===== src/rtl/uart_fb_loader.sv =====
// uart_fb_loader: parses HEADER, X0, Y0, CNT_HI, CNT_LO, then CNT pixel bytes
// from the UART receive path and writes 6-bit palette indices into vga_fb.
// Optional feature macro: LOADER_ACK_EN adds an ACK state and tx_* ports
// that return 8'h5A (success) or 8'hEE (reject/timeout) to the host.
//
// Handshake: a byte is offered while rx_valid is high and is consumed in the
// cycle rx_ack is high (rx_ack is combinational from rx_valid and state, so
// at most one byte per clock). In IDLE the header byte is only peeked; HDR
// consumes it. With LOADER_ACK_EN, tx_data is transferred in the cycle where
// tx_valid and tx_ready are both high.
module uart_fb_loader #(
  parameter logic [7:0]  HEADER         = 8'hA5,
  parameter int unsigned TIMEOUT_CYCLES = 1048576
) (
  input  logic       clk,
  input  logic       rst,
  input  logic       rx_valid,
  input  logic [7:0] rx_data,
  output logic       rx_ack,
  output logic [7:0] ppu_ptr_x,
  output logic [7:0] ppu_ptr_y,
  output logic [5:0] ppu_DI,
  output logic       fb_we,
  output logic       busy,
  output logic       done,
  output logic       err,
`ifdef LOADER_ACK_EN
  output logic [7:0] tx_data,
  output logic       tx_valid,
  input  logic       tx_ready,
`endif
  output logic [3:0] dbg_state
);

  typedef enum logic [3:0] {
    S_IDLE  = 4'd0,
    S_HDR   = 4'd1,
    S_GETX  = 4'd2,
    S_GETY  = 4'd3,
    S_CNTH  = 4'd4,
    S_CNTL  = 4'd5,
    S_PIX   = 4'd6,
    S_DRAIN = 4'd7,
    S_FIN   = 4'd8
`ifdef LOADER_ACK_EN
    , S_ACK = 4'd9
`endif
  } state_t;

  // The counter reads 0 in the cycle after a consumed byte, so firing at
  // TIMEOUT_CYCLES-2 puts err exactly TIMEOUT_CYCLES cycles after that byte.
  localparam logic [23:0] TMO_LAST = 24'(TIMEOUT_CYCLES - 32'd2);

  state_t      state;
  logic [7:0]  x;
  logic [7:0]  y;
  logic [7:0]  cnt_hi;
  logic [15:0] cnt;
  logic [23:0] tmo;
  logic        bad;
  logic        consume;
  logic        timed;

  assign dbg_state = state;
  assign busy      = (state != S_IDLE);
  assign rx_ack    = rx_valid & consume & ~rst;

  // Which states take a byte this cycle and which states run the timeout
  always_comb begin
    consume = 1'b0;
    timed   = 1'b0;
    case (state)
      S_IDLE: consume = (rx_data != HEADER);
      S_HDR, S_GETX, S_GETY, S_CNTH, S_CNTL, S_PIX, S_DRAIN: begin
        consume = 1'b1;
        timed   = 1'b1;
      end
      default: ;
    endcase
  end

  // Packet FSM with registered write port, pulses and acknowledge byte
  always_ff @(posedge clk or posedge rst) begin
    if (rst) begin
      state     <= S_IDLE;
      x         <= '0;
      y         <= '0;
      cnt_hi    <= '0;
      cnt       <= '0;
      tmo       <= '0;
      bad       <= 1'b0;
      fb_we     <= 1'b0;
      ppu_ptr_x <= '0;
      ppu_ptr_y <= '0;
      ppu_DI    <= '0;
      done      <= 1'b0;
      err       <= 1'b0;
`ifdef LOADER_ACK_EN
      tx_valid  <= 1'b0;
      tx_data   <= '0;
`endif
    end else begin
      fb_we <= 1'b0;
      done  <= 1'b0;
      err   <= 1'b0;

      if (!timed || rx_ack) tmo <= '0;
      else                  tmo <= tmo + 24'd1;

      if (timed && !rx_ack && tmo >= TMO_LAST) begin
        // Abort mid-packet: nothing is written for the byte that never came
        err <= 1'b1;
`ifdef LOADER_ACK_EN
        tx_valid <= 1'b1;
        tx_data  <= 8'hEE;
        state    <= S_ACK;
`else
        state    <= S_IDLE;
`endif
      end else begin
        case (state)
          S_IDLE: if (rx_valid && rx_data == HEADER) state <= S_HDR;
          S_HDR:  if (rx_ack) state <= S_GETX;
          S_GETX: if (rx_ack) begin x <= rx_data; state <= S_GETY; end
          S_GETY: if (rx_ack) begin y <= rx_data; state <= S_CNTH; end
          S_CNTH: if (rx_ack) begin cnt_hi <= rx_data; state <= S_CNTL; end
          S_CNTL: if (rx_ack) begin
            cnt <= {cnt_hi, rx_data};
            if ({cnt_hi, rx_data} == 16'd0) begin
              bad   <= 1'b0;
              done  <= 1'b1;
              state <= S_FIN;
            end else if (y >= 8'd240) begin
              bad   <= 1'b1;
              err   <= 1'b1;
              state <= S_DRAIN;
            end else begin
              bad   <= 1'b0;
              state <= S_PIX;
            end
          end
          S_PIX: if (rx_ack) begin
            fb_we     <= 1'b1;
            ppu_ptr_x <= x;
            ppu_ptr_y <= y;
            ppu_DI    <= rx_data[5:0];
            // Raster order; the last pixel of the frame wraps to the top
            if (x == 8'd255) begin
              x <= 8'd0;
              y <= (y == 8'd239) ? 8'd0 : y + 8'd1;
            end else begin
              x <= x + 8'd1;
            end
            cnt <= cnt - 16'd1;
            if (cnt == 16'd1) begin
              done  <= 1'b1;
              state <= S_FIN;
            end
          end
          S_DRAIN: if (rx_ack) begin
            cnt <= cnt - 16'd1;
            if (cnt == 16'd1) begin
              err   <= 1'b1;
              state <= S_FIN;
            end
          end
`ifdef LOADER_ACK_EN
          S_FIN: begin
            tx_valid <= 1'b1;
            tx_data  <= bad ? 8'hEE : 8'h5A;
            state    <= S_ACK;
          end
          S_ACK: if (tx_ready) begin
            tx_valid <= 1'b0;
            state    <= S_IDLE;
          end
`else
          S_FIN: state <= S_IDLE;
`endif
          default: state <= S_IDLE;
        endcase
      end
    end
  end

endmodule


===== config.mk =====
export PLATFORM = sky130hd
export DESIGN_NAME = uart_fb_loader
export DESIGN_NICKNAME = d
export VERILOG_FILES = /design/src/rtl/uart_fb_loader.sv
export SDC_FILE = /design/constraint.sdc
export NUM_CORES = 1
export LEC_CHECK = 0
export CAP_MARGIN = 25
export CORE_MARGIN = 4
export CORE_UTILIZATION = 40
export DETAILED_ROUTE_END_ITERATION = 16
export HOLD_SLACK_MARGIN = 0.06
export SYNTH_ARGS = -nofsm -noshare
export SYNTH_HDL_FRONTEND = slang
export SYNTH_SLANG_ARGS = --single-unit

===== constraint.sdc =====
create_clock -name clk -period 5.7 [get_ports clk]
set_input_delay 1.71 -clock clk [delete_from_list [all_inputs] [get_ports clk]]
set_output_delay 1.71 -clock clk [all_outputs]
set_load 0.005 [all_outputs]

==> flow_summary.json <==
{
  "yosysWarnings": 0,
  "gr-total-overflow": 0,
  "clock-root-buffer": "clkbuf_16",
  "gp_congestion": 0.860,
  "drive_gt1_share_pct": 11.3,
  "synth_cell_types": 67,
  "num-fill-cells": 1132,
  "cts-buffers-inserted": 9,
  "startpoint_type": "primary input",
  "yosysSeqAreaShare_pct": 47.1,
  "arrival_ns": 3.53,
  "netlist.area_leader.share_pct": 47.1,
  "final_nets": 562,
  "die_area_sq_um": 14200,
  "cpMostUsedCell": "clkdlybuf4s50_1",
  "antenna_found_initial": 0,
  "async_flop_share_pct": 100,
  "crit_chain": "clkdlybuf4s50_1 -> nand2b_1 -> a311oi_1 -> clkdlybuf4s50_1",
  "finalHoldViolCount": 0,
  "path_clk_slew_ns": 0.07,
  "final_max_slew_viol_count": 0,
  "placementRows": 40,
  "place_area_sq_um": 5510,
  "met1_usage_pct": 24.9,
  "top_usage_layer": "met2",
  "finalSetupTns_ns": 0,
  "cts_hold_buf": 0,
  "first_pass_iters": 5,
  "irDropWorstVdd_mv": 0.199,
  "drtIter0Drc": 297,
  "area_growth_syn_to_layout_pct": 18.7,
  "fin_crit_sh_pct": 92.0,
  "cts_htree_levels": 3,
  "insertedDiodeCount": 0,
  "cp_max_fo": 5,
  "synth-edff-count": 0,
  "dieHeight_um": 119,
  "core_area_sq_um": 12100,
  "grt_pass1_wl_um": 20000,
  "cts.path.max_buffers": 2,
  "clkLatencyLatePin_ns": 0.35,
  "path_delay_family": "buffers and inverters",
  "required_ns": 3.99,
  "power.leakage_nw": 2.41,
  "synthCells": 511,
  "tritoncts": "yes",
  "routed_wl_um": 11900,
  "slew_headroom_pct": 35.6,
  "ctsResizeCount": 0,
  "period_needed_ns": 5.24,
  "rsz0062_at_grt": "no",
  "grtUsageTotal_pct": 17.5,
  "endpoint_kind": "primary output",
  "synthFlopType": "dfrtp_1",
  "maxCapViolCount": 0,
  "dpl.hpwl_um": 8350,
  "dieWidth_um": 119,
  "numClockSinks": 93,
  "synth.largest_area_cell": "dfrtp_1",
  "grtUsageMet2_pct": 26.7,
  "synth_fp_nets": 528,
  "syn_avg_cell_area_sq_um": 9.66,
  "crit_type": "in -> out",
  "power_density_nw_per_um2": 440,
  "vias": 3993,
  "first_global_vias": 3794,
  "critPathBufInv": 2,
  "yosys-top-cells-area": "dfrtp_1, mux2_2, o21ai_0",
  "design_area_sq_um": 5860,
  "avgViaCountPerCell": 5.57,
  "grt_max_degree": 34,
  "post-cts-setup-buffer-count": 0,
  "clock_skew_ns": 0.0116,
  "io_buffers": 41,
  "drtAntennaViolNets": 0,
  "cp_slowest_cell": "clkdlybuf4s50_1",
  "ios": 42,
  "cpPeakStageDelay_ns": 0.62,
  "ys_seq_elements": 93,
  "start_util_pct": 40.9,
  "wl_per_cell_um": 16.6,
  "worst_slew_pin_slew_ns": 0.960,
  "max_freq_mhz": 191,
  "fin_util_pct": 48.6,
  "finalSetupViolations": 0,
  "drc": 0,
  "netlist_area_sq_um": 4940,
  "worst_hold_path_type": "reg -> reg",
  "status": "completed",
  "use_met3_pct": 4.04
}
-- cell type report --
class / count / area (sq um) / share of cell area, %
flip-flops and latches: 93 / 2330 / 39.7
repair buffers: 51 / 533 / 9.09
clock inverters: 4 / 73.8 / 1.26
clock buffers: 11 / 233 / 3.97
well taps: 168 / 210 / 3.59
inverters: 13 / 50.0 / 0.854
multi-input cells: 377 / 2430 / 41.5
-- through the flow --
step                      hold WS (ns)  std cells  total power, mW  setup WS [ns]
final                            0.490        717             2.58          0.457
after global routing             0.525        717             2.76          0.359
after CTS                        0.490        715             2.57          0.477
after detailed placement         0.475        700             1.93          0.479
after global placement           0.463        699             1.91          0.485
after floorplan                  0.467        511             1.62           1.57
-- synth_stat cells (3+ instances only) --
library cell,n
nor3b_1,4
nor3_1,14
nor4_1,10
a22oi_1,3
o32ai_1,3
nor4b_1,4
mux2_1,8
inv_1,13
mux2_2,20
ha_1,6
o22a_1,3
o21ai_1,4
dfrtp_1,93
clkbuf_1,13
nand4_1,6
o21ai_0,44
xor2_1,8
a31oi_1,4
nand3_1,24
buf_2,13
and3_1,3
and4_1,5
a21oi_1,42
nor2_1,51
and2_1,3
xnor2_1,12
nand2_1,40
or3_1,6
o31a_1,3
-- worst reg2reg max path: cells and delay by family (launching register included) --
family	cells	cell delay, ns
and+or+nand+nor	3	1.25
AOI/OAI and AO/OA	2	0.74
DFF	1	0.69
-- worst paths after layout --
check	start	endpoint	slack, ns	cells after the start
min in group asynchronous	rst	tmo[3]	1.83	2
worst max register to register	dbg_state[2]	y[7]	2.93	5
worst min-delay path	ppu_ptr_y[4]	ppu_ptr_y[4]	0.49	2
worst max-delay path	rx_valid	rx_ack	0.46	4
max in group asynchronous	rst	cnt[13]	3.05	3
worst min register to register	ppu_ptr_y[4]	ppu_ptr_y[4]	0.49	2
-- logic make-up after synthesis --
group	after synthesis	synth area share (%)
AND/OR/NAND/NOR	192	21.1
AO/OA/AOI/OAI	131	16.7
flip-flops	93	47.1
buffers and inverters	41	3.60
multiplexers	28	6.38
XOR/XNOR	20	3.55
adder cells (fa/ha/maj)	6	1.52
-- registers in the layout, indices dropped and copies added (netlist names), 4 cells and up --
register / count
cnt: 16
cnt_hi: 8
dbg_state: 4
ppu_DI: 6
ppu_ptr_x: 8
ppu_ptr_y: 8
tmo: 24
x: 8
y: 8
-- layer usage --
layer  share of wire (%)  up-vias
met4                 1.2        0
met5                   0        -
li1                    -     1924
met2                  46      122
met1                  47     1937
met3                 5.8       10
-- layout by cell type, fill, tap and decap left out, types with 3 or more instances in the layout --
cell	Yosys	final
a21oi_1	42	42
a22oi_1	3	3
a31oi_1	4	4
and2_1	3	3
and3_1	3	3
and4_1	5	5
buf_4	2	7
clkbuf_16	0	9
clkdlybuf4s50_1	0	41
dfrtp_1	93	93
ha_1	6	6
inv_1	13	12
mux2_1	8	8
mux2_2	20	20
nand2_1	40	40
nand3_1	24	24
nand4_1	6	6
nor2_1	51	51
nor3_1	14	14
nor3b_1	4	4
nor4_1	10	10
nor4b_1	4	4
o21ai_0	44	44
o21ai_1	4	4
o22a_1	3	3
o31a_1	3	3
o32ai_1	3	3
or3_1	6	6
xnor2_1	12	12
xor2_1	8	8
-- power by group --
part	switching [mW]	leakage (nW)	internal [mW]
logic	0.396	1.05	0.407
clock network	0.251	0.150	0.382
registers	0.274	1.21	0.866
Power figures use the tool's default switching activity.
